--- config.mk ---
export PLATFORM = sky130hd
export DESIGN_NAME = wb_stage_dual
export DESIGN_NICKNAME = d
export VERILOG_FILES = /design/src/rtl/wb_stage_dual_pkg.sv /design/src/rtl/wb_stage_dual_trace.sv /design/src/rtl/wb_stage_dual.sv
export SDC_FILE = /design/constraint.sdc
export NUM_CORES = 1
export LEC_CHECK = 0
export BUFFER_PORTS_ARGS = -buffer_cell sky130_fd_sc_hd__buf_4
export CAP_MARGIN = 15
export CORE_MARGIN = 5
export CORE_UTILIZATION = 58
export DETAILED_ROUTE_END_ITERATION = 12
export PLACE_DENSITY = 0.81
export SETUP_SLACK_MARGIN = 0.3
export SLEW_MARGIN = 20
export SYNTH_ARGS = -nofsm -noshare
export SYNTH_HDL_FRONTEND = slang
export SYNTH_SLANG_ARGS = --single-unit
--- constraint.sdc ---
create_clock -name clk -period 28.7 [get_ports clk]
set_clock_uncertainty 0.2 [all_clocks]
set_input_delay 5.74 -clock clk [delete_from_list [all_inputs] [get_ports clk]]
set_output_delay 5.74 -clock clk [all_outputs]
set_load 0.02 [all_outputs]
--- src/rtl/wb_stage_dual_pkg.sv ---
// Shared layout for the dual-issue writeback stage: MEM bundle, lane fields,
// forwarding lanes and trace FIFO entries.
package wb_stage_dual_pkg;

  localparam int BUS_W      = 141;
  localparam int LANE_W     = 70;
  localparam int PC_LSB     = 38;
  localparam int WEN_BIT    = 37;
  localparam int DEST_LSB   = 32;
  localparam int RESULT_LSB = 0;
  localparam int FWD_LANE_W = 38;
  localparam int TRACE_W    = 70;

  // Field order mirrors the bus bit offsets above, so a cast unpacks a lane.
  typedef struct packed {
    logic [31:0] pc;
    logic        wen;
    logic [4:0]  dest;
    logic [31:0] result;
  } lane_t;

  typedef struct packed {
    logic  lane1_valid;
    lane_t lane1;
    lane_t lane0;
  } bundle_t;

  typedef struct packed {
    logic [31:0] pc;
    logic        we;
    logic [4:0]  dest;
    logic [31:0] data;
  } trace_entry_t;

  // x0 is hardwired, so a write to it never reaches the regfile or bypass.
  function automatic logic lane_writes(lane_t l);
    return l.wen && (l.dest != 5'd0);
  endfunction

  function automatic trace_entry_t to_trace(lane_t l);
    trace_entry_t e;
    e.pc   = l.pc;
    e.we   = lane_writes(l);
    e.dest = l.dest;
    e.data = l.result;
    return e;
  endfunction

endpackage

--- src/rtl/wb_stage_dual_trace.sv ---
// Two-push / one-pop trace FIFO. push1 is only meaningful together with push0;
// din0 is always the older entry.
module trace_fifo_2w1r
  import wb_stage_dual_pkg::*;
#(
  parameter int DEPTH = 8
) (
  input  logic                     clk,
  input  logic                     reset,
  input  logic                     push0,
  input  logic                     push1,
  input  trace_entry_t             din0,
  input  trace_entry_t             din1,
  output logic                     pop,
  output trace_entry_t             head,
  output logic [$clog2(DEPTH):0]   count
);

  localparam int PTR_W = $clog2(DEPTH);
  localparam int CNT_W = PTR_W + 1;

  trace_entry_t     mem [DEPTH];
  logic [PTR_W-1:0] head_ptr;
  logic [PTR_W-1:0] tail_ptr;
  logic [1:0]       n_push;

  assign n_push = {1'b0, push0} + {1'b0, push1};
  assign pop    = (count != '0);
  assign head   = mem[head_ptr];

  always_ff @(posedge clk) begin
    if (push0) mem[tail_ptr] <= din0;
    if (push1) mem[tail_ptr + PTR_W'(push0)] <= din1;
  end

  // Pointers wrap naturally because DEPTH is a power of two.
  always_ff @(posedge clk) begin
    if (reset) begin
      head_ptr <= '0;
      tail_ptr <= '0;
      count    <= '0;
    end else begin
      tail_ptr <= tail_ptr + PTR_W'(n_push);
      head_ptr <= head_ptr + PTR_W'(pop);
      count    <= count + CNT_W'(n_push) - CNT_W'(pop);
    end
  end

endmodule

--- src/rtl/wb_stage_dual.sv ---
// Dual-issue writeback stage: retires a two-lane bundle to both regfile write
// ports, offers it as a bypass source, and serialises it onto the debug trace.
module wb_stage_dual
  import wb_stage_dual_pkg::*;
#(
  parameter int TRACE_DEPTH = 8
) (
  input  logic                  clk,
  input  logic                  reset,
  input  logic                  ms_to_ws_valid,
  input  logic [BUS_W-1:0]      ms_to_ws_bus,
  output logic                  ws_allowin,
  output logic                  rf_we_01,
  output logic [4:0]            rf_waddr_01,
  output logic [31:0]           rf_wdata_01,
  output logic                  rf_we_02,
  output logic [4:0]            rf_waddr_02,
  output logic [31:0]           rf_wdata_02,
  output logic [2*FWD_LANE_W-1:0] ws_fwd_bus,
  output logic [31:0]           debug_wb_pc,
  output logic [3:0]            debug_wb_rf_wen,
  output logic [4:0]            debug_wb_rf_wnum,
  output logic [31:0]           debug_wb_rf_wdata
);

  localparam int CNT_W = $clog2(TRACE_DEPTH) + 1;

  bundle_t          ws_bundle;
  logic             ws_valid;
  lane_t            lane0;
  lane_t            lane1;
  logic [1:0]       n_lanes;
  logic             ws_ready_go;
  logic             accept;
  logic             retire;
  logic             fifo_pop;
  trace_entry_t     fifo_head;
  logic [CNT_W-1:0] fifo_count;

  assign lane0   = ws_bundle.lane0;
  assign lane1   = ws_bundle.lane1;
  assign n_lanes = 2'd1 + {1'b0, ws_bundle.lane1_valid};

  // Free space is judged before this cycle's pop, which keeps the check cheap.
  assign ws_ready_go = (TRACE_DEPTH - int'(fifo_count)) >= int'(n_lanes);
  assign ws_allowin  = !ws_valid || ws_ready_go;
  assign accept      = ms_to_ws_valid && ws_allowin;
  assign retire      = ws_valid && ws_ready_go;

  always_ff @(posedge clk) begin
    if (reset) begin
      ws_valid <= 1'b0;
    end else if (accept) begin
      ws_valid <= 1'b1;
    end else if (retire) begin
      ws_valid <= 1'b0;
    end
  end

  always_ff @(posedge clk) begin
    if (accept) ws_bundle <= bundle_t'(ms_to_ws_bus);
  end

  // The regfile gives port 02 priority, so a shared dest lands lane1's value.
  assign rf_we_01    = retire && lane_writes(lane0);
  assign rf_waddr_01 = lane0.dest;
  assign rf_wdata_01 = lane0.result;
  assign rf_we_02    = retire && ws_bundle.lane1_valid && lane_writes(lane1);
  assign rf_waddr_02 = lane1.dest;
  assign rf_wdata_02 = lane1.result;

  assign ws_fwd_bus = {ws_valid && ws_bundle.lane1_valid && lane_writes(lane1),
                       lane1.dest, lane1.result,
                       ws_valid && lane_writes(lane0),
                       lane0.dest, lane0.result};

  trace_fifo_2w1r #(
    .DEPTH (TRACE_DEPTH)
  ) u_trace_fifo (
    .clk   (clk),
    .reset (reset),
    .push0 (retire),
    .push1 (retire && ws_bundle.lane1_valid),
    .din0  (to_trace(lane0)),
    .din1  (to_trace(lane1)),
    .pop   (fifo_pop),
    .head  (fifo_head),
    .count (fifo_count)
  );

  // Byte enables pulse only on the cycle an entry is presented; the rest hold.
  always_ff @(posedge clk) begin
    if (reset) begin
      debug_wb_pc       <= '0;
      debug_wb_rf_wen   <= '0;
      debug_wb_rf_wnum  <= '0;
      debug_wb_rf_wdata <= '0;
    end else if (fifo_pop) begin
      debug_wb_pc       <= fifo_head.pc;
      debug_wb_rf_wen   <= {4{fifo_head.we}};
      debug_wb_rf_wnum  <= fifo_head.dest;
      debug_wb_rf_wdata <= fifo_head.data;
    end else begin
      debug_wb_rf_wen   <= '0;
    end
  end

endmodule
======== Word level (Yosys, flattened, before mapping) ========
Memory sizes are Yosys's and may differ from the RTL's. A register that Yosys moved wholly into a read port is not among the register bits.
Index checks and enable logic that the tools add are counted.
W data, S select, Z words.
storage, ports and cells
  bits in registers ....................... 222
  bits in writable memories ............... 560
  input port bits ......................... 144
  word-level logic and storage cells ...... 52
  memories ................................ 1
operators by class
  $add $sub $neg .......................... 8
  order comparisons ....................... 1
  mux-type cells .......................... 7
  bitwise gates (word level) .............. 1
  reduce and logical (&&, ||, !) cells .... 17
memories
  memory            depth  width  read ports  clocked after Yosys merged registers in  write ports  RTL line                   text
  u_trace_fifo.mem  8      70     1           1                                        2            wb_stage_dual_trace.sv:22  trace_entry_t mem [DEPTH];
operator list
  cell                   number
  $logic_and A1 B1 Y1    10
  $reduce_bool A5 Y1     2
  $add A3 B1 Y3          2
  $mux W1                6
  $ge A5 B3 Y1           1
  $sub A4 B4 Y5 const A  1
  $add A4 B2 Y4          1
  $reduce_bool A4 Y1     1
  $sub A4 B1 Y4          1
  $add A3 B2 Y3          1
  $mux W3                1
  $add A1 B1 Y2          1
  $add A1 B1 Y2 const A  1
  $reduce_bool A2 Y1     1
  $reduce_or A2 Y1       1
  $logic_not A1 Y1       1
  $logic_or A1 B1 Y1     1
  $not A1 Y1             1

======== Depth between registers and ports, before layout ========
Gate-level depths: netlist (run 1).
  depth after elaboration ................. 7
  depth in mapped cells ................... 15
  mapped depth without buffers ............ 15

======== Hierarchy ========
A second synthesis (run 1) with hierarchy kept.
unflattened totals
  cell total of the unflattened synthesis .. 2066
  area total of the unflattened synthesis .. 36412.4 um2
by module, submodules not included
  module           times used  cells an instance  area an instance (um2)
  trace_fifo_2w1r  1           1510               28347.2
  wb_stage_dual    1           556                8065.2

======== Least setup slack after synthesis (run 1) ========
No wires, ideal clock.
  path kind ............................... in2reg
  start ................................... input ms_to_ws_valid
  end ..................................... register ws_bundle (netlist bit lane0[37]) (enable)
  library setup time ...................... 0.688 ns
  arrival ................................. 12.566 ns
  required time ........................... 27.812 ns
  setup slack ............................. 15.246 ns
  stages .................................. 2
  buffers on the path ..................... 0
  cells stage by stage .................... inv_1 a21oi_1
between the ends
  longest elaborated chain between the ends .. 1
ends and longest elaborated chain
  element               RTL line             text
  from (decl)           wb_stage_dual.sv:10  input logic ms_to_ws_valid,
  $logic_and A1 B1 Y1   wb_stage_dual.sv:47  assign accept = ms_to_ws_valid && ws_allowin;
  via accept            wb_stage_dual.sv:34  logic accept;
  to (signal assigned)  wb_stage_dual.sv:61  if (accept) ws_bundle <= bundle_t'(ms_to_ws_bus);
  to (decl)             wb_stage_dual.sv:28  bundle_t ws_bundle;
The timed path passes the listed nets, and every way through them passes these cells.
A chain may end at the register's enable or synchronous reset.

======== Final worst setup path (run 1) ========
  start ................................... register u_trace_fifo.count[0]
  end ..................................... output rf_we_02
between the ends
  longest elaborated chain between the ends .. 5
ends and longest elaborated chain
  element                           RTL line                   text
  from (decl)                       wb_stage_dual_trace.sv:16  output logic [$clog2(DEPTH):0] count
  from (signal assigned)            wb_stage_dual_trace.sv:45  count <= count + CNT_W'(n_push) - CNT_W'(pop);
  $sub A4 B4 Y5                     wb_stage_dual.sv:45        assign ws_ready_go = (TRACE_DEPTH - int'(fifo_count)) >= int'(n_lanes);
  $ge A5 B3 Y1                      wb_stage_dual.sv:45
  $logic_and A1 B1 Y1               wb_stage_dual.sv:48        assign retire = ws_valid && ws_ready_go;
  $logic_and A1 B1 Y1 (2 in a row)  wb_stage_dual.sv:68        assign rf_we_02 = retire && ws_bundle.lane1_valid && lane_writes(lane1);
  to (decl)                         wb_stage_dual.sv:16        output logic rf_we_02,
No other way between the ends.

==> results of run 1 <==
worst max-delay path, stage by stage, from the launching register on:
cell and delay, ns:
dfxtp_1 0.32, inv_1 0.11, ha_1 0.36, o21ai_1 0.11, mux2_2 0.30, o21a_1 0.28
o211ai_1 0.88, nor3_1 0.13, buf_4 0.21
path summary, 6_finish.rpt:
check / start / to
min reg2reg: debug_wb_rf_wdata[17] / debug_wb_rf_wdata[17]
max reg2reg: u_trace_fifo.count[0] / u_trace_fifo.mem[4][12]
max: u_trace_fifo.count[0] / rf_we_02
min: debug_wb_rf_wdata[17] / debug_wb_rf_wdata[17]
cells in the final DEF, fill, tap and decap left out, types with 4 or more instances in the layout:
cell         n
nor2_1      80
mux2_1     113
nand2_1      9
xnor2_1      5
nor2b_1      6
mux2_2     440
bufinv_16    9
edfxtp_1   701
a211oi_4     4
clkinv_2     9
inv_1       12
clkbuf_8     7
clkbuf_16   84
ha_1        16
dfxtp_1     78
buf_4      407
clkinv_1    13
a211oi_1    70
mux4_2     140
mux2i_1     78
clkbuf_1    25
metal layers:
layer / part of all wire / routed length (µm) / track usage / up-vias
li1: - / - / - / 8544
met1: 0.40 / 35300 / 0.354 / 10300
met2: 0.50 / 44200 / 0.428 / 833
met3: 0.082 / 7310 / 0.0546 / 125
met4: 0.021 / 1840 / 0.0693 / 0
met5: 0 / 0 / 0 / -
flip-flops by register name (all words and copies together), names as in the netlist:
| name | flops |
|---|---|
| rf_wdata_01 | 32 |
| ws_valid | 1 |
| lane1 | 33 |
| ws_bundle | 1 |
| u_trace_fifo.mem | 560 |
| rf_waddr_01 | 5 |
| rf_wdata_02 | 32 |
| u_trace_fifo.count | 4 |
| debug_wb_rf_wnum | 5 |
| rf_waddr_02 | 5 |
| debug_wb_rf_wdata | 32 |
| u_trace_fifo.tail_ptr | 3 |
| debug_wb_pc | 32 |
| lane0 | 33 |
| debug_wb_rf_wen | 1 |
| u_trace_fifo.head_ptr | 3 |
power by group through the flow:
| stage | combinational [W] | sequential [W] | clock [W] |
|---|---|---|---|
| finish | 0.00100 | 0.00154 | 0.00108 |
| global route | 0.00107 | 0.00156 | 0.00114 |
| CTS | 0.00100 | 0.00154 | 0.00109 |
| detailed placement | 0.000998 | 0.00157 | 0 |
| global placement | 0.000976 | 0.00155 | 0 |
| floorplan | 0.000689 | 0.00156 | 0 |
through the flow:
stage               hold slack, ns  std cells  instance area [µm²]
CTS                          0.300       3199                41500
finish                       0.298       3202                41500
floorplan                    0.357       2080                36300
detailed placement           0.292       3046                38700
global placement             0.288       3046                38700
global route                 0.318       3202                41500
final cells by class:
cell class                 count  area, µm²  area share
clock buffer                 116       2290      0.0552
sequential                   782      22700       0.547
multi-input combinational   1006      11900       0.287
clock inverter                37        443      0.0107
inverter                      14       52.6     0.00127
antenna                        2       5.00    0.000121
timing repair buffer         408       3080      0.0743
tap                          837       1050      0.0252
logic make-up after synthesis:
family | share of synthesized area
AO/OA/AOI/OAI | 0.0222
XOR/XNOR | 0.00145
adder cells (fa/ha/maj) | 0.00662
buffers and inverters | 0.0526
flip-flops | 0.625
multiplexers | 0.280
AND/OR/NAND/NOR | 0.0124
==> impl_metrics.json, run 1 <==
{
  "viasPerCell": 6.17,
  "wire_per_inst_um": 27.7,
  "max_freq_ghz": 0.108,
  "synth_nets": 2242,
  "cts.path.max_buffers": 3,
  "rrSetupSlack_ns": 22.18,
  "globalplace.congestion": 0.792,
  "clockPowerShare": 0.298,
  "ys_dominant_reg_cell": "edfxtp_1",
  "die_area_um2": 67700,
  "drv_cap": 0,
  "worstHoldPathCells": 2,
  "vias": 19800,
  "final_max_slew_viol_count": 0,
  "grt_util_all_layers": 0.259,
  "sw_frac_of_total": 0.306,
  "grt_pass1_vias": 20800,
  "antenna_found_initial": 2,
  "synthCells": 2080,
  "syn2layout_area_growth_pct": 14.3,
  "power.total_w": 0.00362,
  "clk_pin_slew_ns": 0.06,
  "ys_types": 46,
  "dp_hpwl_mm": 49.4,
  "first_pass_iters": 5,
  "setup_viol": 0,
  "p_leak_nw": 14.2,
  "synth-async-reset-ratio": 0,
  "fin_nets": 2456,
  "maxSlewHeadroom": 0.255,
  "clock_sinks": 782,
  "root_buffer": "clkbuf_16",
  "ir_worst_vdd_uv": 70.5,
  "core_area_um2": 61800,
  "clock_latency_ns": 0.63,
  "finalCoreUtilization": 0.671,
  "start_util": 0.587,
  "synth_edf_count": 701,
  "seqPwrFrac": 0.426,
  "die_h_um": 260,
  "reg2reg_depth": 15,
  "port_buffers": 369,
  "yosysTopAreaCell": "edfxtp_1",
  "critPathKind": "flop to output port",
  "layout-drive-gt1-share": 0.478,
  "netlist_area_um2": 36300,
  "synth_common_cells": "701 x edfxtp_1, 440 x mux2_2, 179 x buf_4",
  "routed_wirelength_mm": 88.6,
  "ant_nets": 0,
  "rsz0062_at_grt": "false",
  "tritoncts": "yes",
  "yosys-top-cells-area": "edfxtp_1 58%, mux2_2 14%, mux4_2 8.7%, dfxtp_1 4.5%, buf_4 3.7%",
  "hold_path.class": "flop to flop",
  "grt_pass1_wl_mm": 131,
  "tns_ns": 0,
  "hold_viol_final": 0,
  "finalWorstSetupSlack_ns": 19.42,
  "yosysWarnings": 0,
  "num_io_pins": 370,
  "synth-seq-cells": 782,
  "power_frac_comb": 0.276,
  "syn_area_per_cell_um2": 17.4,
  "yosys.area.top_type_share": 0.580,
  "fillers": 4082,
  "status": "finished clean",
  "worstPathRequired_ns": 22.76,
  "die_w_um": 260,
  "fp-row-count": 91,
  "dp_slack_ns": 20.12,
  "route.detailed.drc": 0,
  "cts-resized-gates": 0,
  "crit_fanout": 8,
  "drt_iter0_drc": 1684,
  "crit_path_start_kind": "flop",
  "finalCritPeriodShare": 0.323,
  "p_per_area_nw_per_um2": 87.3,
  "htree_levels": 3,
  "yosysMostFrequentCell": "edfxtp_1",
  "grt_start_max_net_pins": 79,
  "grt_overflow_total": 0,
  "crit_path_end_kind": "output port",
  "tightest_slew_ns": 1.12,
  "numCtsBuffers": 82,
  "postCtsSetupBuffers": 0,
  "period_needed_ns": 9.28,
  "cp.arrival_ns": 3.34,
  "yosysSeqAreaShare": 0.625,
  "p_switching_w": 0.00111,
  "p_int_w": 0.00252,
  "cts_hold_buffers": 0
}
(Power assumes the default switching activity.)
==> run 2: changes to the inputs <==
--- a/config.mk
+++ b/config.mk
@@ -8,9 +8,9 @@
 export BUFFER_PORTS_ARGS = -buffer_cell sky130_fd_sc_hd__buf_4
 export CAP_MARGIN = 15
 export CORE_MARGIN = 5
-export CORE_UTILIZATION = 58
+export CORE_UTILIZATION = 54
 export DETAILED_ROUTE_END_ITERATION = 12
-export PLACE_DENSITY = 0.81
+export PLACE_DENSITY = 0.79
 export SETUP_SLACK_MARGIN = 0.3
 export SLEW_MARGIN = 20
 export SYNTH_ARGS = -nofsm -noshare
==> constraint.sdc (replaced) <==
create_clock -name clk -period 8.5 [get_ports clk]
set_clock_uncertainty 0.2 [all_clocks]
set_input_delay 1.7 -clock clk [delete_from_list [all_inputs] [get_ports clk]]
set_output_delay 1.7 -clock clk [all_outputs]
set_load 0.02 [all_outputs]
==> run 2 against run 1 <==
Effect of this change: wire length decreased by 2.2%; clock power increased to 3.4 times the previous value; setup slack got worse by 17 ns; final cell count increased by 0.81%; first-iteration DRC count increased by 0.71%; sequential power increased to 3.4 times the previous value; count of clock-buffer cells in the layout decreased by 6; critical path type is now flop to flop; critical endpoint is now u_trace_fifo.mem[5][4].
==> impl_metrics.json, run 2 (synthesis gave the netlist of run 1 again) <==
{
  "status": "finished clean",
  "critPathKind": "flop to flop",
  "fin_nets": 2449,
  "worstPathRequired_ns": 8.53,
  "finalWorstSetupSlack_ns": 2.31,
  "grt_pass1_wl_mm": 131,
  "dp_slack_ns": 2.36,
  "fp-row-count": 95,
  "cts-resized-gates": 0,
  "hold_viol_final": 0,
  "grt_overflow_total": 0,
  "period_needed_ns": 6.19,
  "viasPerCell": 6.05,
  "setup_viol": 0,
  "drv_cap": 0,
  "maxSlewHeadroom": 0.233,
  "die_w_um": 269,
  "die_h_um": 269,
  "final_max_slew_viol_count": 0,
  "dp_cells": 3076,
  "clock_sinks": 782,
  "ant_nets": 0,
  "drt_iter0_drc": 1696,
  "first_pass_iters": 6,
  "wire_per_inst_um": 26.8,
  "num_io_pins": 370,
  "tns_ns": 0,
  "grt_start_max_net_pins": 73,
  "grt_pass1_vias": 20900,
  "p_per_area_nw_per_um2": 296,
  "vias": 19500,
  "clk_pin_slew_ns": 0.06,
  "holdWs_ns": 0.298,
  "ir_worst_vdd_uv": 171,
  "root_buffer": "clkbuf_16",
  "finalNonFillerCells": 3228,
  "dp_hpwl_mm": 50.9,
  "layout-drive-gt1-share": 0.479,
  "rsz0062_at_grt": "false",
  "globalplace.congestion": 0.785,
  "cts.path.max_buffers": 3,
  "grt_util_all_layers": 0.234,
  "hold_path.class": "flop to flop",
  "port_buffers": 369,
  "antenna_found_initial": 2,
  "core_area_um2": 66900,
  "max_freq_ghz": 0.162,
  "htree_levels": 3,
  "routed_wirelength_mm": 86.6,
  "finalCoreUtilization": 0.621,
  "clock_latency_ns": 0.62,
  "largest_reg_flops": 560,
  "die_area_um2": 72500,
  "cts_hold_buffers": 0,
  "route.detailed.drc": 0,
  "final_common_cell": "edfxtp_1",
  "crit_path_start_kind": "flop",
  "crit_fanout": 58,
  "final_cell_mix": "701 x edfxtp_1, 440 x mux2_2, 400 x buf_4, 140 x mux4_2, 113 x mux2_1",
  "crit_path_end_kind": "flop",
  "postCtsSetupBuffers": 0,
  "top_register": "u_trace_fifo.mem",
  "start_util": 0.542,
  "cp.arrival_ns": 6.21,
  "syn2layout_area_growth_pct": 14.5,
  "tritoncts": "yes",
  "numCtsBuffers": 82,
  "p_leak_nw": 14.2,
  "tightest_slew_ns": 1.15,
  "finalCritPeriodShare": 0.728
}
-- run 2: cell type report --
cell class	instances	area (µm²)
inverters	14	52.6
fillers	4699	25400
well taps	873	1090
flip-flops and latches	782	22700
diodes	2	5.00
multi-input cells	1006	11900
clock inverters	40	472
repair buffers	401	3020
clock buffers	110	2320
-- run 2: stage by stage --
stage / total power [W] / cell area, µm²
after floorplan: 0.00759 / 36300
after global placement: 0.00858 / 38700
after detailed placement: 0.00868 / 38700
after CTS: 0.0124 / 41500
after global routing: 0.0128 / 41500
final: 0.0123 / 41500
-- run 2: metal layers --
layer,track usage,part of all wire,up-vias
met3,0.0547,0.082,95
met2,0.385,0.49,805
met1,0.322,0.41,10100
met5,0,0,-
met4,0.0549,0.015,0
li1,-,-,8531
-- run 2: worst paths after layout --
path                                             from                     end  slack (ns)  cells past startpoint
worst max-delay path            u_trace_fifo.count[0]  u_trace_fifo.mem[5][4]        2.31                     13
worst min-delay path                  debug_wb_pc[27]         debug_wb_pc[27]        0.30                      2
worst max register to register  u_trace_fifo.count[0]  u_trace_fifo.mem[5][4]        2.31                     13
worst min register to register        debug_wb_pc[27]         debug_wb_pc[27]        0.30                      2
-- run 2: worst max-delay path: stages (launching register included) --
cell and delay, ns:
dfxtp_1 0.35, inv_1 0.08, ha_1 0.30, ha_1 0.29, a21oi_1 0.21, o21ai_1 0.27
o211ai_1 0.92, inv_2 0.13, ha_1 0.27, ha_1 0.30, nor3_2 0.44, o2111ai_4 0.57
o31ai_4 0.43, buf_4 0.90
-- run 2: where the power goes --
part	switching, W	internal [W]	total (W)
Combinational	0.00181	0.00154	0.00334
Clock	0.00146	0.00225	0.00371
Sequential	0.000469	0.00478	0.00525
